**src/rtl/mesh_pkg.sv**
```systemverilog
// mesh_pkg: shared state encoding and sizing helpers for the mesh job sequencer.
package mesh_pkg;
  typedef enum logic [2:0] {IDLE, LOAD, FIRE, WAIT, DONE} seq_state_t;
  localparam int MESH_ROWS = 128;
  localparam int MESH_COLS = 128;
  localparam int MESH_BEATS = MESH_ROWS * MESH_COLS;
  localparam int MESH_ADDR_W = 14;
  function automatic int beat_count(input int rows, input int cols);
    return rows * cols;
  endfunction
  function automatic int addr_width(input int row_w, input int col_w);
    return row_w + col_w;
  endfunction
endpackage

```
**src/rtl/mesh_job_sequencer.sv**
```systemverilog
// mesh_job_sequencer: per-job weight preload, start pulse, fixed-latency wait and done.
// Optional MESH_SEQ_ABORT_EN adds an abort input that drops an in-flight job.
module mesh_job_sequencer
  import mesh_pkg::*;
#(
  parameter int DW          = 8,
  parameter int ROWS        = 128,
  parameter int COLS        = 128,
  parameter int ROW_W       = 7,
  parameter int COL_W       = 7,
  parameter int LAT_W       = 9,
  parameter int COMPUTE_LAT = 256
) (
  input  logic                   clk,
  input  logic                   rst_n,
`ifdef MESH_SEQ_ABORT_EN
  input  logic                   abort,
`endif
  input  logic                   job_valid,
  output logic                   job_ready,
  input  logic                   job_reload,
  input  logic                   w_valid,
  output logic                   w_ready,
  input  logic [DW-1:0]          w_data,
  output logic                   preload_valid,
  output logic [ROW_W+COL_W-1:0] preload_addr,
  output logic [DW-1:0]          preload_data,
  output logic                   start,
  output logic                   busy,
  output logic                   done
);
  localparam int AW = addr_width(ROW_W, COL_W);
  localparam int BEATS = beat_count(ROWS, COLS);
  localparam bit POW2 = (COLS == (1 << COL_W));
  seq_state_t state_q, state_d;
  logic [AW-1:0] idx_q, idx_d, pa_q, pa_d, addr;
  logic [ROW_W-1:0] row_q, row_d;
  logic [COL_W-1:0] col_q, col_d;
  logic [LAT_W-1:0] lat_q, lat_d;
  logic [DW-1:0] pd_q, pd_d;
  logic loaded_q, loaded_d, pv_q, pv_d, col_wrap, last;
  assign job_ready = state_q == IDLE;
  assign w_ready = state_q == LOAD;
  assign start = state_q == FIRE;
  assign busy = state_q != IDLE;
  assign done = state_q == DONE;
  assign preload_valid = pv_q;
  assign preload_addr = pa_q;
  assign preload_data = pd_q;
  // Non-power-of-two column counts need the split row/col counters for the address.
  assign addr = POW2 ? idx_q : {row_q, col_q};
  assign col_wrap = col_q == COL_W'(COLS - 1);
  assign last = idx_q == AW'(BEATS - 1);
  always_comb begin
    state_d = state_q;
    idx_d = idx_q;
    row_d = row_q;
    col_d = col_q;
    lat_d = lat_q;
    loaded_d = loaded_q;
    pv_d = 1'b0;
    pa_d = pa_q;
    pd_d = pd_q;
    case (state_q)
      IDLE: if (job_valid) begin
        state_d = (job_reload || !loaded_q) ? LOAD : FIRE;
        idx_d = '0;
        row_d = '0;
        col_d = '0;
      end
      LOAD: if (w_valid) begin
        pv_d = 1'b1;
        pa_d = addr;
        pd_d = w_data;
        idx_d = idx_q + AW'(1);
        col_d = col_wrap ? '0 : col_q + COL_W'(1);
        row_d = col_wrap ? row_q + ROW_W'(1) : row_q;
        if (last) begin
          state_d = FIRE;
          loaded_d = 1'b1;
        end
      end
      FIRE: begin
        lat_d = LAT_W'(COMPUTE_LAT - 1);
        state_d = WAIT;
      end
      WAIT: begin
        lat_d = lat_q - LAT_W'(1);
        state_d = (lat_q == '0) ? DONE : WAIT;
      end
      default: state_d = IDLE;
    endcase
`ifdef MESH_SEQ_ABORT_EN
    if (abort && (state_q == LOAD || state_q == FIRE || state_q == WAIT)) begin
      state_d = IDLE;
      pv_d = 1'b0;
      loaded_d = (state_q == LOAD) ? 1'b0 : loaded_q;
    end
`endif
  end
  always_ff @(posedge clk or negedge rst_n) begin
    if (!rst_n) begin
      state_q <= IDLE;
      idx_q <= '0;
      row_q <= '0;
      col_q <= '0;
      lat_q <= '0;
      loaded_q <= 1'b0;
      pv_q <= 1'b0;
      pa_q <= '0;
      pd_q <= '0;
    end else begin
      state_q <= state_d;
      idx_q <= idx_d;
      row_q <= row_d;
      col_q <= col_d;
      lat_q <= lat_d;
      loaded_q <= loaded_d;
      pv_q <= pv_d;
      pa_q <= pa_d;
      pd_q <= pd_d;
    end
  end
endmodule

```
**config.mk**
```make
export PLATFORM = sky130hd
export DESIGN_NAME = mesh_job_sequencer
export DESIGN_NICKNAME = d
export VERILOG_FILES = /design/src/rtl/mesh_pkg.sv /design/src/rtl/mesh_job_sequencer.sv
export SDC_FILE = /design/constraint.sdc
export NUM_CORES = 1
export LEC_CHECK = 0
export ABC_AREA = 1
export CORE_ASPECT_RATIO = 0.9
export CORE_MARGIN = 5
export CORE_UTILIZATION = 38
export DETAILED_ROUTE_END_ITERATION = 10
export GPL_TIMING_DRIVEN = 0
export PLACE_DENSITY = 0.67
export SLEW_MARGIN = 0
export SYNTH_ARGS = -nofsm -noshare
export SYNTH_HDL_FRONTEND = slang
export SYNTH_SLANG_ARGS = --single-unit
```
**constraint.sdc**
```tcl
create_clock -name clk -period 2.15 [get_ports clk]
set_input_delay 0.215 -clock clk [delete_from_list [all_inputs] [get_ports clk]]
set_output_delay 0.215 -clock clk [all_outputs]
set_load 0.02 [all_outputs]
```
# Yosys cells after proc, flatten, opt, wreduce, memory -nomap -nowiden
# Cells that the tools add are included.
[word_totals]
reg_bits = 50
inputBits = 13
wordCells = 40
output_inout_bits = 28
[op_classes]
n_addsub = 2
eq_ne = 8
n_mux = 12
reduce_logical = 11
[op_table]
columns = ["op", "n"]
rows = [
  ["14-bit 2-to-1 mux", 2],
  ["14-bit case mux with 2 select lines", 1],
  ["9-bit case mux with 2 select lines", 1],
  ["14-bit by 1-bit adder with 14-bit output (second input constant)", 1],
  ["14-bit == test (second input constant)", 1],
  ["3-bit 2-to-1 mux", 4],
  ["3-bit case mux with 4 select lines", 1],
  ["9-bit logical NOT", 1],
  ["3-bit AND reduction", 3],
  ["9-bit by 1-bit subtractor with 9-bit output (second input constant)", 1],
  ["3-bit by 2-bit == test with 1-bit output (second input constant)", 2],
  ["2-bit != test (second input constant)", 2],
  ["2-bit nonzero test", 2],
  ["3-bit by 1-bit == test with 1-bit output (second input constant)", 1],
  ["3-bit == test (second input constant)", 1],
  ["3-bit logical NOT", 1],
  ["3-bit nonzero test", 1],
  ["1-bit 2-to-1 mux", 2],
  ["2-bit 2-to-1 mux", 1],
  ["2-bit by 1-bit != test with 1-bit output (second input constant)", 1],
  ["2-bit AND reduction", 1],
  ["1-bit logical NOT", 1],
  ["1-bit logical OR", 1],
]

# Longest topological paths before layout
[depth]
word_depth = 5
depth_mapped = 9
mapped_depth_nobuf = 9

# Least setup slack after synthesis
# Ideal clock, no wire load.
[synth_timing]
kind = "register to register"
from = "reg state_q[2]"
to = "reg lat_q[8]"
path_slack_ns = 0.655
t_arrival_ns = 1.375
stages_incl_launch_ff = 6
setup_time_ns = 0.120
path_buffers = 0
cell_sequence = "dfrtp_1 -> inv_1 -> nand2_1 -> nor2_1 -> inv_1 -> a31o_2"
[synth_between]
elab_chain_cells = 2
elab_cells_between_ends = 4
classes_between = "eq/ne: 2; mux: 1; reduce/logical: 1"
[synth_rtl]
columns = ["element", "line", "text"]
rows = [
  ["from (decl)", "mesh_job_sequencer.sv:35", "seq_state_t state_q, state_d;"],
  ["from (signal assigned)", "mesh_job_sequencer.sv:113", "state_q <= state_d;"],
  ["3-bit by 2-bit == test with 1-bit output *", "-", ""],
  ["named net start", "mesh_job_sequencer.sv:28", "output logic start,"],
  ["9-bit case mux with 2 select lines / 2-bit nonzero test (equally long branches)", "-", ""],
  ["to (signal assigned)", "mesh_job_sequencer.sv:117", "lat_q <= lat_d;"],
  ["to (decl)", "mesh_job_sequencer.sv:39", "logic [LAT_W-1:0] lat_q, lat_d;"],
]
# The timed path passes the listed nets; every way through them passes the cells marked *.
# A chain may end at the register's enable or synchronous reset.

# Worst setup path after layout
[layout_timing]
from = "reg state_q[2]"
to = "out w_ready"
[layout_between]
elab_chain_cells = 1
[layout_rtl]
columns = ["element", "line", "text"]
rows = [
  ["3-bit by 1-bit == test with 1-bit output", "mesh_job_sequencer.sv:43", "assign w_ready = state_q == LOAD;"],
  ["to (decl)", "mesh_job_sequencer.sv:23", "output logic w_ready,"],
]
# No other way between the ends.

==> qor.log <==
INFO  worst_setup_path path_class=reg -> out
INFO  floorplan      start_util=38.66%
INFO  clock_network  cts_root_buf=clkbuf_8
INFO  finish         share_of_cells_above_drive_strength_1=8.772%
INFO  synthesis      synth_nets=307
INFO  drt            first_iter_violations=80
INFO  floorplan      top_level_ports=41
INFO  grt            first_global_vias=2073
INFO  finish         fill_cells=590
INFO  finish         num-nets-final=356
INFO  worst_setup_path worstReg2RegEnd=state_q[1]
INFO  clock_network  clock_tree.htree_level_count=2
INFO  drt            route.detailed.wl_per_inst=13.34um
INFO  sta            final_period_minus_worst_setup_slack=1923ps
INFO  drt            drc_errors=0
INFO  finish         layout-area-overhead-vs-synth=26.29%
INFO  sta            clock-skew-final=7.873ps
INFO  worst_setup_path cp-start-kind=flop
INFO  power_and_ir_drop power.leakage=1.361nW
INFO  synthesis      synth.yosys.seq_area_share=53.22%
INFO  worst_setup_path timing.reg2reg.setup_slack=460ps
INFO  sta            finalSetupTns=0ps
INFO  floorplan      full_die_area=7862um^2
INFO  sta            worstMarginPinSlew=415.5ps
INFO  synthesis      synth.yosys.warnings=0
INFO  grt            antenna_violations_before_repair=0
INFO  placement      finalWeightedCongestion=0.8048
INFO  floorplan      num_rows=27
INFO  worst_setup_path worstSetupEndpointType=primary output
INFO  flow_run       max_cap_violations=0
INFO  grt            grt_util_all_layers=15.43%
INFO  floorplan      die-height=84.62um
INFO  synthesis      ys_ff_latch=50
INFO  drt            total_number_of_vias=2033
INFO  placement      numPortBuffers=40
INFO  clock_network  cts-buffers-inserted=5
INFO  drt            drt-pass1-iter-count=5
INFO  finish         final_design_utilization=48.83%
INFO  worst_setup_path r2r_cells=9
INFO  finish         antenna-diode-count=0
INFO  clock_network  tritoncts=built
INFO  synthesis      netlist_instances=292
INFO  synthesis      avgSynthCellArea=8.051um^2
INFO  worst_setup_path worstReg2RegStart=addr[1]
INFO  grt            globalRouteOverflowTotal=0
INFO  clock_network  postCtsSetupBuffers=0
INFO  sta            grt_setup_unrepaired=false
INFO  floorplan      floorplan.die.width=92.91um
INFO  power_and_ir_drop worst_voltage_drop_across_the_vdd_grid=0.0008765V
INFO  clock_network  cts_sinks=50
INFO  clock_network  clock_insertion_delay_worst_skew=310ps
INFO  drt            drt-vias-per-instance=4.911
INFO  power_and_ir_drop pwr_density_cell=1088nW/um^2
INFO  grt            pin_count_of_the_biggest_net_entering_global_routing=37
INFO  sta            timing.final.setup_violations=0
INFO  sta            hold_slack=348.3ps
INFO  synthesis      yosys.cell_types.count=24
INFO  synthesis      mappedNetlistArea=2351um^2
INFO  clock_network  clock_path_buffers=2
INFO  sta            maxSlewHeadroom=72.30%
INFO  clock_network  cts.reportedPaths.clkPinSlew=100ps
INFO  sta            report.final.slew_viol_count=0
INFO  worst_setup_path cp_data_required_time=1930ps
INFO  sta            final.period_utilization=89.42%
INFO  worst_setup_path worst_ep_arrival_time=1710ps
INFO  hold_path      timing.hold.worst.class=in -> async
INFO  drt            residual_antenna_violating_net_count_after_detailed_routing=0
INFO  worst_setup_path critical_path.startpoint=state_q[2]
INFO  sta            hold_viol=0
INFO  drt            wl=5.521mm
INFO  grt            grt_pass1_wl=9.777mm
INFO  worst_setup_path crit_fanout=10
INFO  placement      place.detailed.hpwl=4.063mm
INFO  sta            fmax=520.2MHz
INFO  floorplan      core_area=6081um^2
INFO  run_status     status=completed
INFO  worst_setup_path timing.critical_path.to=w_ready
-- layer usage --
metal	share of wire, %	global-route usage, %	wire, um
met1	49	20.71	2700
met4	1.7	5.593	93
met5	0	0	0
met3	4.2	3.853	234
met2	45	24.13	2493
-- critical path: stages, from the launching register on --
cell and delay [ps]:
dfrtp_1 420, nor2_4 140, inv_2 60, nor2_2 150
buf_2 260, dlygate4sd2_1 360
-- report_power, final --
group	internal, W	switching (W)	total, W
Combinational	0.000506	0.000848	0.00135
Sequential	0.00114	0.000138	0.00127
Clock	0.000266	0.000336	0.000602
Total	0.00191	0.00132	0.00323
-- stage by stage --
step | setup WS, ps | cells | power [W] | instance area [um^2]
2_1_floorplan | 654.8 | 292 | 0.002100 | 2351
3_3_place_gp | -617.8 | 404 | 0.002622 | 2841
3_5_place_dp | 291.8 | 405 | 0.002660 | 2856
4_1_cts | 14.85 | 414 | 0.003261 | 2964
5_1_grt | 146.3 | 414 | 0.003469 | 2969
6_report | 227.5 | 414 | 0.003229 | 2969
-- final cells by class --
cell class	instances	area, um^2	share of cell area [%]
tap	72	90.09	3.034
buffer	6	33.78	1.138
sequential	50	1251	42.14
clock inverter	2	16.27	0.5478
clock buffer	6	82.58	2.781
inverter	30	112.6	3.793
timing repair buffer	42	426.7	14.37
multi-input combinational	206	955.9	32.20
-- worst min-delay path by stage --
stage | start | to
after floorplan | rst_n | addr[0]
after global placement | preload_data[1] | preload_data[1]
after detailed placement | rst_n | preload_addr[7]
after CTS | rst_n | preload_addr[7]
after global routing | rst_n | preload_addr[7]
final | rst_n | preload_addr[7]
-- cells in the final DEF (no fill, tap or decap) --
| cell | n |
|---|---|
| a22oi_1 | 1 |
| clkbuf_1 | 1 |
| buf_2 | 4 |
| o31ai_1 | 1 |
| inv_2 | 3 |
| nand4_1 | 12 |
| o21ai_0 | 26 |
| o21ai_1 | 1 |
| xor2_1 | 1 |
| nor2_4 | 2 |
| nor2_2 | 4 |
| a31o_2 | 2 |
| ha_1 | 2 |
| buf_4 | 2 |
| nor3_1 | 1 |
| nand2_2 | 3 |
| dlymetal6s2s_1 | 1 |
| buf_12 | 1 |
| dlygate4sd2_1 | 1 |
| inv_6 | 1 |
| dfrtp_1 | 50 |
| o211ai_1 | 2 |
| dlygate4sd3_1 | 1 |
| o21ai_2 | 1 |
| inv_1 | 27 |
| clkbuf_8 | 6 |
| nand2_1 | 93 |
| a21oi_1 | 11 |
| nor2_1 | 28 |
| clkinvlp_4 | 1 |
| nand3_1 | 15 |
| clkdlybuf4s50_1 | 37 |
-- synthesized netlist by cell type --
library cell | number | share of area (%)
a21oi_1 | 11 | 2.3
a22oi_1 | 1 | 0.32
a31o_2 | 2 | 0.75
buf_2 | 3 | 0.64
buf_4 | 2 | 0.64
clkbuf_1 | 1 | 0.16
dfrtp_1 | 50 | 53
ha_1 | 2 | 1.1
inv_1 | 27 | 4.3
inv_2 | 3 | 0.48
nand2_1 | 93 | 15
nand2_2 | 3 | 0.80
nand3_1 | 15 | 3.2
nand4_1 | 12 | 3.2
nor2_1 | 29 | 4.6
nor2_2 | 3 | 0.80
nor2_4 | 2 | 0.96
nor3_1 | 1 | 0.21
o211ai_1 | 2 | 0.64
o21ai_0 | 26 | 5.5
o21ai_1 | 1 | 0.21
o21ai_2 | 1 | 0.37
o31ai_1 | 1 | 0.32
xor2_1 | 1 | 0.37
-- sequential cells by signal, summed over array words and instances (netlist names) --
signal         flops
addr              14
lat_q              9
loaded_q           1
preload_addr      14
preload_data       8
preload_valid      1
state_q            3
-- repair_timing --
item	in CTS	in global routing
hold buffers	1	0
setup endpoints to repair	1	1
hold endpoints to repair	14	0
resized for setup	1	2
-- logic make-up after synthesis --
group / count (synthesis) / share of synthesized area (%)
DFF: 50 / 53.22
and+or+nand+nor: 158 / 28.63
buffers and inverters: 36 / 6.226
adders and majority gates: 2 / 1.064
AOI/OAI and AO/OA: 45 / 10.48
xor gates and xnor gates: 1 / 0.3726
Note: power is estimated with default switching activity, not from simulation.
